[src/rtl/countdown_display_ctrl_pkg.sv]
// Shared definitions for the countdown display sequencer: state encodings
// understood by the downstream display decoder, the BCD value record and
// small helpers for clamping and decrementing BCD values.
package countdown_display_ctrl_pkg;

  localparam logic [1:0] ST_IDLE  = 2'b00;
  localparam logic [1:0] ST_RUN   = 2'b01;
  localparam logic [1:0] ST_PAUSE = 2'b10;
  localparam logic [1:0] ST_DONE  = 2'b11;

  localparam logic [3:0] MAX_UNITS = 4'd9;

  typedef struct packed {
    logic [1:0] dozens;
    logic [3:0] units;
  } bcd_value_t;

  localparam bcd_value_t BCD_ZERO = '{dozens: 2'd0, units: 4'd0};

  // Units digits above 9 are not valid BCD, so they saturate at 9.
  function automatic logic [3:0] clamp_units(input logic [3:0] raw_units);
    return (raw_units > MAX_UNITS) ? MAX_UNITS : raw_units;
  endfunction

  // One-step BCD decrement that saturates at 00 instead of wrapping.
  function automatic bcd_value_t bcd_decrement(input bcd_value_t value);
    bcd_value_t result;
    result = value;
    if (value.units != 4'd0) begin
      result.units = value.units - 4'd1;
    end else if (value.dozens != 2'd0) begin
      result.units  = MAX_UNITS;
      result.dozens = value.dozens - 2'd1;
    end
    return result;
  endfunction

  function automatic logic bcd_is_zero(input bcd_value_t value);
    return (value.dozens == 2'd0) && (value.units == 4'd0);
  endfunction

endpackage

[src/rtl/btn_edge_sync.sv]
// Button conditioner: brings an asynchronous active-high level into the
// clock domain with a two-flop synchroniser and turns each rising edge into
// a single-cycle pulse. A button held down produces exactly one pulse.
module btn_edge_sync (
  input  logic clk,
  input  logic rst_n,
  input  logic btn,
  output logic pulse
);

  logic [1:0] sync_q;
  logic       prev_q;

  // Synchroniser chain plus a delayed copy of its output for edge detection.
  always_ff @(posedge clk or negedge rst_n) begin
    if (!rst_n) begin
      sync_q <= 2'b00;
      prev_q <= 1'b0;
    end else begin
      sync_q <= {sync_q[0], btn};
      prev_q <= sync_q[1];
    end
  end

  assign pulse = sync_q[1] & ~prev_q;

endmodule

[src/rtl/countdown_display_ctrl.sv]
// Countdown sequencer feeding the 4-digit display group. Holds a 0..39 BCD
// value, counts it down once per second (second derived from the scan clock
// by a prescaler) and reports IDLE/RUN/PAUSE/DONE. Every output is a flop;
// tick and done are registered from next-state values so they line up with
// the state and prescaler registers they describe.
module countdown_display_ctrl
  import countdown_display_ctrl_pkg::*;
#(
  parameter int CLK_HZ    = 840,
  parameter int TICK_HZ   = 1,
  parameter int DONE_HOLD = 5
) (
  input  logic       _840_Hz,
  input  logic       rst_n,
  input  logic       btn_start,
  input  logic       btn_load,
  input  logic [1:0] preset_dozens,
  input  logic [3:0] preset_units,
  output logic [1:0] state,
  output logic [1:0] dozens,
  output logic [3:0] units,
  output logic       tick,
  output logic       done
);

  localparam int DIV    = CLK_HZ / TICK_HZ;
  localparam int CNT_W  = (DIV > 1) ? $clog2(DIV) : 1;
  localparam int HOLD_W = (DONE_HOLD > 1) ? $clog2(DONE_HOLD) : 1;

  localparam logic [CNT_W-1:0]  CNT_LAST  = CNT_W'(DIV - 1);
  localparam logic [HOLD_W-1:0] HOLD_LAST = HOLD_W'(DONE_HOLD - 1);

  logic              start_pulse;
  logic              load_pulse;
  logic              start_evt;
  logic              load_evt;

  logic [1:0]        state_q, state_d;
  bcd_value_t        value_q, value_d;
  logic [CNT_W-1:0]  presc_q, presc_d;
  logic [HOLD_W-1:0] hold_q, hold_d;
  logic              tick_q, tick_d;
  logic              done_q, done_d;
  bcd_value_t        preset_val;

  btn_edge_sync u_start_sync (
    .clk   (_840_Hz),
    .rst_n (rst_n),
    .btn   (btn_start),
    .pulse (start_pulse)
  );

  btn_edge_sync u_load_sync (
    .clk   (_840_Hz),
    .rst_n (rst_n),
    .btn   (btn_load),
    .pulse (load_pulse)
  );

  // A load landing in the same cycle as a start wins; that start is dropped.
  assign load_evt  = load_pulse;
  assign start_evt = start_pulse & ~load_pulse;

  assign preset_val = '{dozens: preset_dozens, units: clamp_units(preset_units)};

  // Next-state logic for the FSM, BCD value, prescaler and DONE hold counter.
  always_comb begin
    state_d = state_q;
    value_d = value_q;
    presc_d = presc_q;
    hold_d  = hold_q;

    case (state_q)
      ST_IDLE: begin
        if (load_evt) begin
          value_d = preset_val;
        end else if (start_evt && !bcd_is_zero(value_q)) begin
          state_d = ST_RUN;
          presc_d = '0;
        end
      end

      ST_RUN: begin
        presc_d = (presc_q == CNT_LAST) ? '0 : presc_q + 1'b1;
        if (tick_q) begin
          value_d = bcd_decrement(value_q);
        end
        if (bcd_is_zero(value_d)) begin
          state_d = ST_DONE;
          presc_d = '0;
          hold_d  = '0;
        end else if (start_evt) begin
          state_d = ST_PAUSE;
        end
      end

      ST_PAUSE: begin
        if (load_evt) begin
          value_d = preset_val;
          state_d = ST_IDLE;
        end else if (start_evt) begin
          state_d = ST_RUN;
        end
      end

      ST_DONE: begin
        presc_d = (presc_q == CNT_LAST) ? '0 : presc_q + 1'b1;
        if (load_evt) begin
          value_d = preset_val;
          state_d = ST_IDLE;
        end else if (start_evt) begin
          state_d = ST_IDLE;
        end else if (tick_q) begin
          if (hold_q == HOLD_LAST) begin
            state_d = ST_IDLE;
          end else begin
            hold_d = hold_q + 1'b1;
          end
        end
      end

      default: begin
        state_d = ST_IDLE;
        value_d = BCD_ZERO;
      end
    endcase

    if (state_d == ST_IDLE) begin
      presc_d = '0;
      hold_d  = '0;
    end
  end

  // Registered status flags derived from the next state and prescaler value.
  always_comb begin
    tick_d = ((state_d == ST_RUN) || (state_d == ST_DONE)) && (presc_d == CNT_LAST);
    done_d = (state_d == ST_DONE);
  end

  // State, value, timing and status registers.
  always_ff @(posedge _840_Hz or negedge rst_n) begin
    if (!rst_n) begin
      state_q <= ST_IDLE;
      value_q <= BCD_ZERO;
      presc_q <= '0;
      hold_q  <= '0;
      tick_q  <= 1'b0;
      done_q  <= 1'b0;
    end else begin
      state_q <= state_d;
      value_q <= value_d;
      presc_q <= presc_d;
      hold_q  <= hold_d;
      tick_q  <= tick_d;
      done_q  <= done_d;
    end
  end

  assign state  = state_q;
  assign dozens = value_q.dozens;
  assign units  = value_q.units;
  assign tick   = tick_q;
  assign done   = done_q;

endmodule
[config.mk]
export PLATFORM = sky130hd
export DESIGN_NAME = countdown_display_ctrl
export DESIGN_NICKNAME = d
export VERILOG_FILES = /design/src/rtl/countdown_display_ctrl_pkg.sv /design/src/rtl/btn_edge_sync.sv /design/src/rtl/countdown_display_ctrl.sv
export SDC_FILE = /design/constraint.sdc
export NUM_CORES = 1
export LEC_CHECK = 0
export BUFFER_PORTS_ARGS = -buffer_cell sky130_fd_sc_hd__buf_2
export CAP_MARGIN = 0
export CORE_AREA = 2 2 66 68
export DETAILED_ROUTE_END_ITERATION = 12
export DIE_AREA = 0 0 68 70
export PLACE_DENSITY = 0.8
export REMOVE_ABC_BUFFERS = 1
export SLEW_MARGIN = 20
export SYNTH_ARGS = -nofsm -noshare
export SYNTH_HDL_FRONTEND = slang
export SYNTH_SLANG_ARGS = --single-unit
[constraint.sdc]
create_clock -name _840_Hz -period 2.5 [get_ports _840_Hz]
set_clock_uncertainty 0.15 [all_clocks]
set_input_delay 0.75 -clock _840_Hz [delete_from_list [all_inputs] [get_ports _840_Hz]]
set_output_delay 0.75 -clock _840_Hz [all_outputs]
set_load 0.02 [all_outputs]
# --- Word level (Yosys, flattened, before mapping) ---
# Index checks and enable logic that the tools add are counted.
word_totals:
  regBits: 29
  inputBits: 10
op_classes:
  add_sub_neg: 4
  n_lt_le_gt_ge: 1
  eq_ne: 14
  n_mux: 32
  bitwise: 6
  n_reduce_logical: 17
op_table:
  columns: ["operator", "n"]
  rows:
  - ["$mux W10", 5]
  - ["$pmux W10 S3", 1]
  - ["$mux W6", 4]
  - ["$mux W2", 11]
  - ["$eq A10 B10 Y1 const B", 2]
  - ["$mux W3", 6]
  - ["$ne A3 B3 Y1 const B", 5]
  - ["$pmux W6 S2", 1]
  - ["$add A10 B1 Y10 const B", 1]
  - ["$logic_not A2 Y1", 4]
  - ["$logic_not A4 Y1", 2]
  - ["$mux W4", 2]
  - ["$pmux W2 S4", 1]
  - ["$eq A2 B2 Y1 const B", 3]
  - ["$pmux W3 S2", 1]
  - ["$reduce_and A6 Y1", 1]
  - ["$eq A2 B1 Y1 const B", 2]
  - ["$gt A4 B4 Y1 const B", 1]
  - ["$logic_and A1 B1 Y1", 4]
  - ["$reduce_bool A4 Y1", 1]
  - ["$sub A4 B1 Y4 const B", 1]
  - ["$add A3 B1 Y3 const B", 1]
  - ["$and A1 B1 Y1", 3]
  - ["$eq A3 B3 Y1 const B", 1]
  - ["8 further kinds", 10]

# --- Logic depth before layout (Yosys ltp) ---
# Gate-level depths: netlist of run 1.
logic_depth:
  ltp_word: 13
  mapped_depth: 10
  mapped_depth_nobuf: 9

# --- Modules after synthesis ---
# Synthesis of run 1 repeated with hierarchy kept, for this count alone.
unflattened:
  hier_cells: 212
  hier_area_um2: 1819.2
modules_own_cells:
  columns: ["mod", "n_inst", "cells_per_inst", "area_per_inst_um2"]
  rows:
  - ["countdown_display_ctrl", 1, 204, 1641.6]
  - ["btn_edge_sync", 2, 4, 88.8]

# --- Least setup slack after synthesis of run 1 ---
# OpenSTA, ideal clock, no wires.
synth_path:
  path_kind: "register -> register"
  from: "reg value_q (netlist bit units[0])"
  to: "reg tick_q, in the netlist tick"
  setup_ps: 133
  arrival_time_ps: 2288
  required_time_ps: 2217
  slack_ps: -71
  stages_incl_launch_ff: 11
  path_cell_list: "dfrtp_1 inv_1 ha_1 or4bb_4 o211ai_2 o211ai_4 o211ai_2 buf_6 nor3b_1 a21oi_2 nor4b_4"
synth_via:
  elab_chain_len: 12
synth_lines:
  columns: ["item", "line", "source"]
  rows:
  - ["from (decl)", "countdown_display_ctrl.sv:39", "bcd_value_t value_q, value_d;"]
  - ["from (signal assigned)", "countdown_display_ctrl.sv:151", "value_q <= value_d;"]
  - ["$sub A4 B1 Y4 (tied with other cells)", "countdown_display_ctrl_pkg.sv:30", "result.units = value.units - 4'd1;"]
  - ["$mux W4 or $mux W2 (tied branches)", "countdown_display_ctrl_pkg.sv:29", "if (value.units != 4'd0) begin"]
  - ["$mux W6", "countdown_display_ctrl.sv:85", "if (tick_q) begin"]
  - ["$mux W6", "countdown_display_ctrl.sv:73", "case (state_q)"]
  - ["$logic_not A4 Y1 or $logic_not A2 Y1 (tied branches)", "countdown_display_ctrl_pkg.sv:39", "return (value.dozens == 2'd0) && (value.units == 4'd0);"]
  - ["$logic_and A1 B1 Y1", "countdown_display_ctrl_pkg.sv:39", null]
  - ["$mux W2", "countdown_display_ctrl.sv:88", "if (bcd_is_zero(value_d)) begin"]
  - ["$pmux W2 S4", "countdown_display_ctrl.sv:73", null]
  - ["$logic_not A2 Y1", "countdown_display_ctrl.sv:128", "if (state_d == ST_IDLE) begin"]
  - ["$mux W10", "countdown_display_ctrl.sv:128", null]
  - ["$eq A10 B10 Y1", "countdown_display_ctrl.sv:136", "tick_d = ((state_d == ST_RUN) || (state_d == ST_DONE)) && (presc_d == CNT_LAST);"]
  - ["$logic_and A1 B1 Y1 (*)", "countdown_display_ctrl.sv:136", null]
  - ["named net tick_d", "countdown_display_ctrl.sv:42", "logic tick_q, tick_d;"]
  - ["to (signal assigned)", "countdown_display_ctrl.sv:154", "tick_q <= tick_d;"]
  - ["to (decl)", "countdown_display_ctrl.sv:42", null]
# Mark *: on every way through the listed nets, which the timed path passes. The rest lies on a longest branch. The select of a mux whose other input is x is not followed.
# A chain may end at the register's enable or synchronous reset.

# --- Worst setup path after layout of run 1 ---
layout_path:
  from: "reg value_q (netlist bit units[1])"
  to: "reg tick_q, in the netlist tick"
layout_via:
  elab_chain_len: 12
layout_lines:
  columns: ["item", "line", "source"]
  rows:
  - ["$sub A4 B1 Y4 (tied with other cells)", "countdown_display_ctrl_pkg.sv:30", null]
  - ["$mux W4 or $mux W2 (tied branches)", "countdown_display_ctrl_pkg.sv:29", null]
  - ["$mux W6", "countdown_display_ctrl.sv:85", null]
  - ["$mux W6", "countdown_display_ctrl.sv:73", null]
  - ["$logic_not A4 Y1 or $logic_not A2 Y1 (tied branches)", "countdown_display_ctrl_pkg.sv:39", null]
  - ["$logic_and A1 B1 Y1", "countdown_display_ctrl_pkg.sv:39", null]
  - ["$mux W2", "countdown_display_ctrl.sv:88", null]
  - ["$pmux W2 S4", "countdown_display_ctrl.sv:73", null]
  - ["$logic_not A2 Y1", "countdown_display_ctrl.sv:128", null]
  - ["$mux W10 (*)", "countdown_display_ctrl.sv:128", null]
  - ["named net presc_d[9]", "countdown_display_ctrl.sv:40", "logic [CNT_W-1:0] presc_q, presc_d;"]
  - ["$eq A10 B10 Y1 (*)", "countdown_display_ctrl.sv:136", null]
  - ["$logic_and A1 B1 Y1 (*)", "countdown_display_ctrl.sv:136", null]
  - ["named net tick_d", "countdown_display_ctrl.sv:42", null]
# Marked as above.

==> results of run 1 <==
-- layer usage --
layer	vias up	track usage (%)	share of wire (%)	routed length (µm)
li1	850	-	-	-
met1	825	28.01	45	2081
met2	48	32.25	49	2274
met3	6	5.314	4.3	197
met4	0	6.667	1.2	55
met5	-	0	0	0
-- cell type report --
cell class              count  share of cell area, %
clock buffers               5                  2.930
clock inverters             3                  1.971
inverters                   9                  1.438
multi-input cells         166                  49.33
flip-flops and latches     29                  30.95
well taps                  52                  2.770
repair buffers             39                  10.60
-- sequential cells by signal (all words and copies together), names as in the netlist --
register / cells
dozens: 2
state: 2
done: 1
u_start_sync.prev_q: 1
u_load_sync.sync_q: 2
hold_q: 3
u_load_sync.prev_q: 1
units: 4
presc_q: 10
tick: 1
u_start_sync.sync_q: 2
-- cell usage after synthesis (3+ instances only) --
| cell | instances |
|---|---|
| a21oi_1 | 18 |
| and3_1 | 4 |
| buf_2 | 4 |
| clkbuf_1 | 4 |
| dfrtp_1 | 29 |
| ha_1 | 4 |
| inv_1 | 9 |
| nand2_1 | 20 |
| nand2b_1 | 6 |
| nand3_1 | 10 |
| nand3b_1 | 3 |
| nand4_1 | 4 |
| nor2_1 | 22 |
| nor2b_1 | 3 |
| nor3b_1 | 4 |
| o21ai_0 | 13 |
| o21ai_1 | 3 |
-- cells in the final DEF (no fill, tap or decap), types with 2 or more instances in the layout --
cell	count
a22o_1	2
a211oi_1	2
nand4_1	4
nor2_1	22
o21ai_0	13
nand3b_1	3
dfrtp_1	28
nand2_1	20
a41oi_1	2
ha_1	3
o211ai_1	2
nand2b_1	6
buf_2	19
a31oi_1	2
o21ai_1	3
o41ai_1	2
buf_4	19
o211ai_4	2
a2111oi_4	2
inv_2	2
a21oi_2	2
xnor2_1	2
nand3_1	10
clkbuf_8	5
a21oi_1	18
and3_1	4
nor3b_1	4
a311o_1	2
or3_2	2
inv_1	7
nor2b_1	3
-- worst max path at each step --
stage	from	end	slack, ns	depth (start not counted)
2_1_floorplan	units[0]	tick	-0.22	9
3_3_place_gp	units[0]	tick	0.03	10
3_5_place_dp	units[0]	tick	-0.07	10
4_1_cts	units[1]	tick	0.004	10
5_1_grt	units[0]	tick	-0.04	10
6_report	units[1]	tick	0.05	10
-- cells by family (layout without fill, tap and decap cells) --
kind of cell | Yosys count | count (layout) | share of synthesized area (%)
simple gates | 95 | 95 | 28.10
buf+inv | 20 | 56 | 4.909
xor+xnor | 2 | 2 | 0.9046
flops | 29 | 29 | 37.47
fa+ha+maj | 4 | 4 | 2.584
compound gates | 65 | 65 | 26.03
-- what timing repair did --
item / in CTS / in global routing
pin swaps: 1 / 7
hold buffers: 0 / 0
endpoints found under the setup margin: 7 / 8
setup buffers: 0 / 2
gates resized for setup: 3 / 7
gates cloned: 0 / 0
-- power by group through the flow --
stage               clock (mW)  combinational (mW)  sequential, mW
finish                   0.500                1.34           0.699
global route             0.531                1.45           0.715
CTS                      0.507                1.27           0.693
detailed placement           0                1.24           0.700
global placement             0                1.21           0.696
floorplan                    0               0.676           0.798
-- per-stage QoR --
step	power, mW	TNS [ns]	instance area (µm²)	setup slack, ns
6_report	2.537	0	2349	0.05244
4_1_cts	2.467	0	2298	0.004006
3_5_place_dp	1.939	-0.1362	2171	-0.07214
2_1_floorplan	1.474	-1.514	1876	-0.2240
3_3_place_gp	1.906	0	2171	0.02717
5_1_grt	2.692	-0.04029	2349	-0.03637
-- worst reg2reg max path: stages (launching register included) --
cell	delay, ns
dfrtp_1	0.40
inv_2	0.07
ha_4	0.16
and2b_4	0.18
nor4_2	0.06
o211ai_4	0.30
o211ai_2	0.15
buf_4	0.18
or3_4	0.33
a31oi_4	0.19
nor4b_4	0.19
==> results.ini, run 1 <==
[floorplan]
die_height_um = 70
rows = 24
ios = 20
chipWidth_um = 68
core_mm2 = 0.004144
start_util_pct = 46.74
design.die.area_mm2 = 0.004760

[hold_path]
min_from = u_start_sync.sync_q[0]
holdPathEnd = u_start_sync.sync_q[1]
min_path_type = reg2reg
hold_path_depth = 0

[worst_setup_path]
r2r_slack_ns = 0.05
rr_worst_depth = 10
r2r-end = tick
crit_type = reg2reg
r2r-start = units[1]
path_cells = inv_2 -> ha_4 -> and2b_4 -> nor4_2 -> o211ai_4 -> o211ai_2 -> buf_4 -> or3_4 -> a31oi_4 -> nor4b_4
slowest_stage = dfrtp_1
slowest_delay_ns = 0.40
crit_family = simple AND/OR/NAND/NOR gates
required_ns = 2.55
crit_path_end_kind = flip-flop
path_buf_inv = 2
critPathArrivalTime_ns = 2.50
cp-start-kind = flip-flop
crit_fanout = 7

[cells_and_area]
fin_nets = 264
layout.cells.non_filler = 303
multi_input_area_mm2 = 0.001159
ff_latch_area_um2 = 726.9
antenna_cells = 0
final_core_util_pct = 56.67
syn_to_final_growth_pct = 21.25
drive_above_1_share_pct = 29.48
nFillCells = 355

[clock_tree]
root_buffer = clkbuf_8
ctsHtreeMaxLevel = 2
cts_made_buffers = 5
clock_sinks = 29
tritoncts = built
clk_pin_slew_ns = 0.07
cts_buffer_depth = 2
clk_latency_ns = 0.29

[drt]
wl_um = 4608
drc = 0
ant_nets = 0
vias = 1729
drt_iter0_markers = 74
drtPass1Iterations = 6
drt-wirelength-per-cell_um = 15.21
vias_per_cell = 5.706

[yosys]
synth_top_area_share_pct = 37.47
ys.flop_type = dfrtp_1
avgSynthCellArea_um2 = 9.009
synth_seq_area_share_pct = 37.47
synth_cell_types = 58
synth_area_leader_cell = dfrtp_1
synthesis.area_mm2 = 0.001937
synth_seq_cells = 29
async_reset_ff_share_pct = 100.0
synthCells = 215
synth-edff-count = 0
synth_area_leaders = dfrtp_1, a21oi_1, nor2_1, nand2_1, o21ai_0
yosysWarnings = 0

[global_routing]
grt_pass1_vias = 1558
antenna_found_initial = 0
grt_first_pass_wirelength_um = 7507
grt_remaining_overflow = 0
grt_use_total_pct = 20.78
grt_max_degree = 30

[placement]
dp_cells = 293
gp_congestion = 0.9007
numPortBuffers = 19
dp.final_hpwl_um = 3166

[sta]
rsz0062_at_grt = true
setup_viol = 0
worstMarginPinSlew_ns = 0.6654
fin_hold_ws_ns = 0.2010
drv_slew = 0
fin_crit_sh_pct = 97.90
hold_viol = 0
max_freq_mhz = 408.6
maxSlewHeadroom_pct = 55.64
period_minus_slack_ns = 2.448

[power_and_ir_drop]
p_leak_nw = 0.9859
seqPwrFrac_pct = 27.6
power_frac_comb_pct = 52.8
clkPwrFrac_pct = 19.7
peakVddDrop_mv = 0.4659
p_per_area_mw_per_mm2 = 1080
sw_frac_of_total_pct = 43.48
p_switching_mw = 1.103
power.internal_mw = 1.434

[status]
status = complete, no violations

[flow_run]
cap_violations = 0

Note: power is estimated with default switching activity, not from simulation.
==> run 2: changes to the inputs <==
--- a/config.mk
+++ b/config.mk
@@ -5,11 +5,12 @@
 export SDC_FILE = /design/constraint.sdc
 export NUM_CORES = 1
 export LEC_CHECK = 0
+export ABC_AREA = 1
 export BUFFER_PORTS_ARGS = -buffer_cell sky130_fd_sc_hd__buf_2
 export CAP_MARGIN = 0
-export CORE_AREA = 2 2 66 68
+export CORE_AREA = 2 2 65 67
 export DETAILED_ROUTE_END_ITERATION = 12
-export DIE_AREA = 0 0 68 70
+export DIE_AREA = 0 0 67 69
 export PLACE_DENSITY = 0.8
 export REMOVE_ABC_BUFFERS = 1
 export SLEW_MARGIN = 20
==> results.ini, run 2 <==
[status]
status = complete, no violations

[worst_setup_path]
slowest_delay_ns = 0.43  ; +0.03 ns
critPathArrivalTime_ns = 2.39  ; -0.11 ns
crit_type = reg2reg
cp-start-kind = flip-flop
crit_path_end_kind = flip-flop
path_buf_inv = 3  ; +1
crit_family = simple AND/OR/NAND/NOR gates
required_ns = 2.57  ; +0.02 ns
slowest_stage = dfrtp_1
path_cells = inv_1 -> ha_2 -> nand2_1 -> clkinv_1 -> nand2_2 -> nand2_2 -> nand3_2 -> nor2_4 -> nand4_4 -> nand2_1 -> nand2_2 -> nand2_8 -> nand2_1 -> inv_1 -> nand3_2 -> nor2_2
crit_fanout = 13  ; +6

[yosys]
synthCells = 259  ; +20%
synth-edff-count = 0  ; unchanged
yosysMostFrequentCell = nand2_1
synth_seq_area_share_pct = 38.85  ; +1.4 points
synth_area_leaders = dfrtp_1, nand2_1, inv_1, nor2_1, nand3_1
async_reset_ff_share_pct = 100.0  ; unchanged
synth_seq_cells = 29  ; unchanged
yosysWarnings = 0  ; unchanged
ys.flop_type = dfrtp_1
synth_cell_types = 35  ; -40%
avgSynthCellArea_um2 = 7.213  ; -20%
synth_top_area_share_pct = 38.85  ; +1.4 points
synth_area_leader_cell = dfrtp_1
synthesis.area_mm2 = 0.001868  ; -3.6%
ys_top_cells_by_count = nand2_1, inv_1, dfrtp_1, nor2_1, nand3_1

[drt]
drc = 0  ; unchanged
wl_um = 4107  ; -11%
drt_iter0_markers = 76  ; +2.7%
ant_nets = 0  ; unchanged
drtPass1Iterations = 4  ; -2
vias = 1736  ; +0.40%
drt-wirelength-per-cell_um = 12.30  ; -19%
vias_per_cell = 5.198  ; -8.9%

[sta]
finalSetupTns_ns = 0  ; unchanged
maxSlewHeadroom_pct = 55.98  ; +0.34 points
drv_slew = 0  ; unchanged
hold_viol = 0  ; unchanged
fin_crit_sh_pct = 92.63  ; -5.3 points
max_freq_mhz = 431.8  ; +5.7%
setup_viol = 0  ; unchanged
rsz0062_at_grt = false
period_minus_slack_ns = 2.316  ; -0.1319 ns
worstMarginPinSlew_ns = 0.6603  ; -0.005039 ns

[clock_tree]
cts_buffer_depth = 2  ; unchanged
clock_sinks = 29  ; unchanged
clk_latency_ns = 0.29  ; about the same
tritoncts = built
cts_made_buffers = 5  ; unchanged
root_buffer = clkbuf_8
ctsHtreeMaxLevel = 2  ; unchanged
cts_setup_buffers = 0  ; unchanged
clk_pin_slew_ns = 0.06  ; about the same

[cells_and_area]
syn_to_final_growth_pct = 14.40
regMostFlops = presc_q
fin_area_mm2 = 0.002137  ; -9.0%
fin_nets = 297  ; +13%
antenna_cells = 0  ; unchanged
mostFrequentLayoutCells = nand2_1, inv_1, nor2_1, dfrtp_1
drive_above_1_share_pct = 18.31  ; -11 points
mostFrequentLayoutCell = nand2_1
largest_reg_flops = 10  ; unchanged
layout.cells.non_filler = 334  ; +10%

[power_and_ir_drop]
p_per_area_mw_per_mm2 = 1016  ; -5.9%
p_leak_nw = 1.135  ; +15%
peakVddDrop_mv = 0.5905  ; +27%

[floorplan]
start_util_pct = 47.73  ; +0.99 points
rows = 23  ; -4.2%
design.die.area_mm2 = 0.004623  ; -2.9%
chipWidth_um = 67  ; -1.5%
ios = 20  ; unchanged
die_height_um = 69  ; -1.4%
core_mm2 = 0.003914  ; -5.6%

[global_routing]
grt_first_pass_wirelength_um = 7182  ; -4.3%
grt_use_total_pct = 20.15  ; -0.62 points
grt_use_met3_pct = 4.078  ; -1.2 points
met2_usage_pct = 33.22  ; +0.97 points
grt_pass1_vias = 1690  ; +8.5%
grtUsageMet1_pct = 24.53  ; -3.5 points
grt_remaining_overflow = 0  ; unchanged
antenna_found_initial = 0  ; unchanged
busiest_layer = met2
grt_max_degree = 30  ; unchanged

[hold_path]
min_path_type = reg2reg

[placement]
numPortBuffers = 19  ; unchanged
place_area_mm2 = 0.002009  ; -7.4%
dp.final_hpwl_um = 3105  ; -1.9%
dp_cells = 326  ; +11%
gp_congestion = 0.9136  ; +1.4%

[flow_run]
cap_violations = 0  ; unchanged

-- run 2: cell types whose count changed after synthesis, moves of 4 or more --
cell and change:
nand3_1 +9, inv_1 +37, nor2_1 +7, xor2_1 +4, nand2_2 +7, nand3_2 +4, nand2b_1 -6, and3_1 -4
nor3_1 +4, a21oi_1 -10, nand2_1 +43, nor3b_1 -4
-- run 2: layer usage --
layer | up-vias | part of all wire, %
met1 | 829 | 43
li1 | 862 | -
met2 | 37 | 51
met5 | - | 0
met4 | 0 | 2.2
met3 | 8 | 4.4
-- run 2: layout make-up --
cell class                 count  area, µm²
timing repair buffer          20      102.6
clock buffer                   7      86.33
tap                           50      62.56
multi-input combinational    179      948.4
sequential                    29      725.7
inverter                      48      181.4
clock inverter                 1      30.03
fill                         375       1777
-- run 2: worst register-to-register path: stages (launching register included) --
cell      delay [ns]
dfrtp_1         0.43
inv_1           0.11
ha_2            0.22
nand2_1         0.08
clkinv_1        0.07
nand2_2         0.04
nand2_2         0.06
nand3_2         0.09
nor2_4          0.14
nand4_4         0.14
nand2_1         0.11
nand2_2         0.11
nand2_8         0.15
nand2_1         0.07
inv_1           0.09
nand3_2         0.09
nor2_2          0.11
-- run 2: where the power goes --
group          switching [mW]  total (mW)  internal (mW)
clock network           0.183       0.508          0.324
logic                   0.696        1.01          0.312
registers               0.102       0.656          0.554
-- run 2: what timing repair did --
item	in CTS	in global routing
gates resized for setup	0	3
endpoints found under the hold margin	0	0
endpoints found under the setup margin	0	2
hold buffers	0	0
-- run 2: per-stage QoR --
stage	util [%]	total power [mW]	setup slack, ns	hold WS, ns
after global placement	51.34	1.625	0.1820	0.1847
after CTS	54.32	2.152	0.1226	0.2149
final	54.60	2.172	0.1843	0.2077
after global routing	54.60	2.326	0.03095	0.2224
after detailed placement	51.34	1.638	0.1395	0.2012
after floorplan	-	1.371	0.2623	0.1812
-- run 2: path summary, 6_finish.rpt --
kind | startpoint | to | slack, ns | cells past startpoint
max | units[1] | tick | 0.18 | 16
min | u_start_sync.sync_q[0] | u_start_sync.sync_q[1] | 0.21 | 0
max in group asynchronous | rst_n | presc_q[8] | 1.43 | 1
max reg2reg | units[1] | tick | 0.18 | 16
min in group asynchronous | rst_n | u_load_sync.prev_q | 0.34 | 1
min reg2reg | u_start_sync.sync_q[0] | u_start_sync.sync_q[1] | 0.21 | 0
-- run 2: cell families after synthesis --
group | count (synthesis) | synth area share (%)
AND/OR/NAND/NOR | 136 | 33.82
buffers and inverters | 51 | 10.98
AO/OA/AOI/OAI | 34 | 11.32
flip-flops | 29 | 38.85
XOR/XNOR | 5 | 2.344
adder cells (fa/ha/maj) | 4 | 2.679
==> run 3: changes to the inputs <==
--- a/config.mk
+++ b/config.mk
@@ -8,10 +8,10 @@
 export ABC_AREA = 1
 export BUFFER_PORTS_ARGS = -buffer_cell sky130_fd_sc_hd__buf_2
 export CAP_MARGIN = 0
-export CORE_AREA = 2 2 65 67
+export CORE_AREA = 2 2 72 74
 export DETAILED_ROUTE_END_ITERATION = 12
-export DIE_AREA = 0 0 67 69
-export PLACE_DENSITY = 0.8
+export DIE_AREA = 0 0 74 76
+export PLACE_DENSITY = 0.69
 export REMOVE_ABC_BUFFERS = 1
 export SLEW_MARGIN = 20
 export SYNTH_ARGS = -nofsm -noshare
==> results.ini, run 3 (same netlist as run 2, synthesis figures left out) <==
[status]
status = complete, no violations

[sta]
finalWorstSetupSlack_ns = 0.2322  ; +0.04787 ns
worstMarginPinSlew_ns = 0.6424  ; -0.01791 ns
fin_crit_sh_pct = 90.71  ; -1.9 points
maxSlewHeadroom_pct = 57.17  ; +1.2 points
setup_viol = 0  ; unchanged
hold_viol = 0  ; unchanged
drv_slew = 0  ; unchanged
rsz0062_at_grt = false
finalSetupTns_ns = 0  ; unchanged
period_minus_slack_ns = 2.268  ; -0.04787 ns
max_freq_mhz = 441.0  ; +2.1%

[clock_tree]
clk_pin_slew_ns = 0.07  ; about the same
cts_made_buffers = 5  ; unchanged
clk_latency_ns = 0.29  ; about the same
ctsHtreeMaxLevel = 2  ; unchanged
clock_sinks = 29  ; unchanged
tritoncts = built
root_buffer = clkbuf_8
cts_buffer_depth = 2  ; unchanged
cts_setup_buffers = 0  ; unchanged

[global_routing]
grt_first_pass_wirelength_um = 7307  ; +1.7%
grt_use_total_pct = 16.43  ; -3.7 points
grt_max_degree = 30  ; unchanged
grt_remaining_overflow = 0  ; unchanged
grt_pass1_vias = 1661  ; -1.7%
antenna_found_initial = 0  ; unchanged

[power_and_ir_drop]
p_total_mw = 2.204  ; +1.5%
peakVddDrop_mv = 0.7613  ; +29%
p_per_area_mw_per_mm2 = 1013  ; -0.35%
p_leak_nw = 1.135  ; about the same

[drt]
vias = 1687  ; -2.8%
drtPass1Iterations = 4  ; unchanged
vias_per_cell = 4.766  ; -8.3%
wl_um = 4052  ; -1.3%
drc = 0  ; unchanged
drt_iter0_markers = 117  ; +54%
drt-wirelength-per-cell_um = 11.45  ; -6.9%
ant_nets = 0  ; unchanged

[floorplan]
die_height_um = 76  ; +10%
chipWidth_um = 74  ; +10%
start_util_pct = 38.03  ; -9.7 points
ios = 20  ; unchanged
design.die.area_mm2 = 0.005624  ; +22%
core_mm2 = 0.004912  ; +26%
rows = 26  ; +13%

[placement]
gp_congestion = 0.8899  ; -2.6%
dp.final_hpwl_um = 3101  ; -0.11%
dp_cells = 346  ; +6.1%
post-place-ws_ns = 0.1049  ; -0.03464 ns
numPortBuffers = 19  ; unchanged

[cells_and_area]
final_core_util_pct = 44.29  ; -10 points
layout.cells.non_filler = 354  ; +6.0%
multi_input_area_um2 = 958.4  ; +1.1%
antenna_cells = 0  ; unchanged
drive_above_1_share_pct = 18.66  ; +0.35 points
nFillCells = 486  ; +30%
ff_latch_area_um2 = 725.7  ; unchanged
regMostFlops = presc_q
syn_to_final_growth_pct = 16.48
largest_reg_flops = 10  ; unchanged
fin_nets = 297  ; unchanged
mostFrequentLayoutCell = nand2_1
mostFrequentLayoutCells = nand2_1, inv_1, nor2_1, dfrtp_1

[worst_setup_path]
critPathArrivalTime_ns = 2.34  ; -0.05 ns
required_ns = 2.57  ; about the same
crit_path_end_kind = flip-flop
cp-start-kind = flip-flop
crit_type = reg2reg
slowest_stage = dfrtp_1
slowest_delay_ns = 0.42  ; about the same
crit_fanout = 13  ; unchanged
path_cells = inv_1 -> ha_4 -> nand2_1 -> clkinv_1 -> nand2_2 -> nand2_2 -> nand3_2 -> nor2_4 -> nand4_4 -> nand2_1 -> nand2_2 -> nand2_8 -> nand2_1 -> inv_1 -> nand3_2 -> nor2_2

[flow_run]
cap_violations = 0  ; unchanged

[hold_path]
min_path_type = reg2reg

-- run 3: cell count changes in the layout (fill, tap and decap cells not counted) --
cell | previous run | this run
ha_4 | 0 | 1
clkinvlp_4 | 0 | 1
ha_2 | 1 | 0
clkbuf_1 | 1 | 0
-- run 3: layout make-up --
cell class | instances | share of cell area, %
multi-input cells | 179 | 44.05
repair buffers | 20 | 4.715
clock inverters | 2 | 1.725
well taps | 70 | 4.025
clock buffers | 6 | 3.795
flip-flops and latches | 29 | 33.35
inverters | 48 | 8.338
-- run 3: path summary, 6_finish.rpt --
check                                 startpoint               endpoint  slack (ns)  cells past startpoint
setup / recovery                        units[1]                   tick        0.23                     16
hold / removal             u_load_sync.sync_q[0]  u_load_sync.sync_q[1]        0.20                      0
setup reg to reg                        units[1]                   tick        0.23                     16
hold reg to reg            u_load_sync.sync_q[0]  u_load_sync.sync_q[1]        0.20                      0
max in group asynchronous                  rst_n              hold_q[2]        1.45                      1
min in group asynchronous                  rst_n               units[1]        0.33                      1
-- run 3: worst max-delay path, delay by kind of cell (launching register included) --
kind	cells	cell delay [ns]
and+or+nand+nor	12	1.18
DFF	1	0.42
buffers and inverters	3	0.27
adders and majority gates	1	0.17
-- run 3: per-layer routing --
metal | GRT usage (%) | wire length (µm)
met1 | 21.99 | 1838
met2 | 25.54 | 1942
met3 | 3.836 | 200
met4 | 6.182 | 70
met5 | 0 | 0
-- run 3: metrics by stage --
step                      area (µm²)  hold slack [ns]
after floorplan                 1844           0.1812
after global placement          2034           0.1832
after detailed placement        2034           0.1847
after CTS                       2155           0.2011
after global routing            2176           0.2174
final                           2176           0.2001
-- run 3: timing repair --
| action | 4_1_cts | 5_1_grt |
|---|---|---|
| gates resized for setup | 0 | 4 |
| setup endpoints to repair | 0 | 4 |
| hold buffers | 0 | 0 |
-- run 3: power breakdown --
group | internal, mW | total [mW] | switching (mW)
Clock | 0.324 | 0.519 | 0.195
Combinational | 0.325 | 1.02 | 0.699
Sequential | 0.554 | 0.661 | 0.107
Total | 1.20 | 2.20 | 1.00
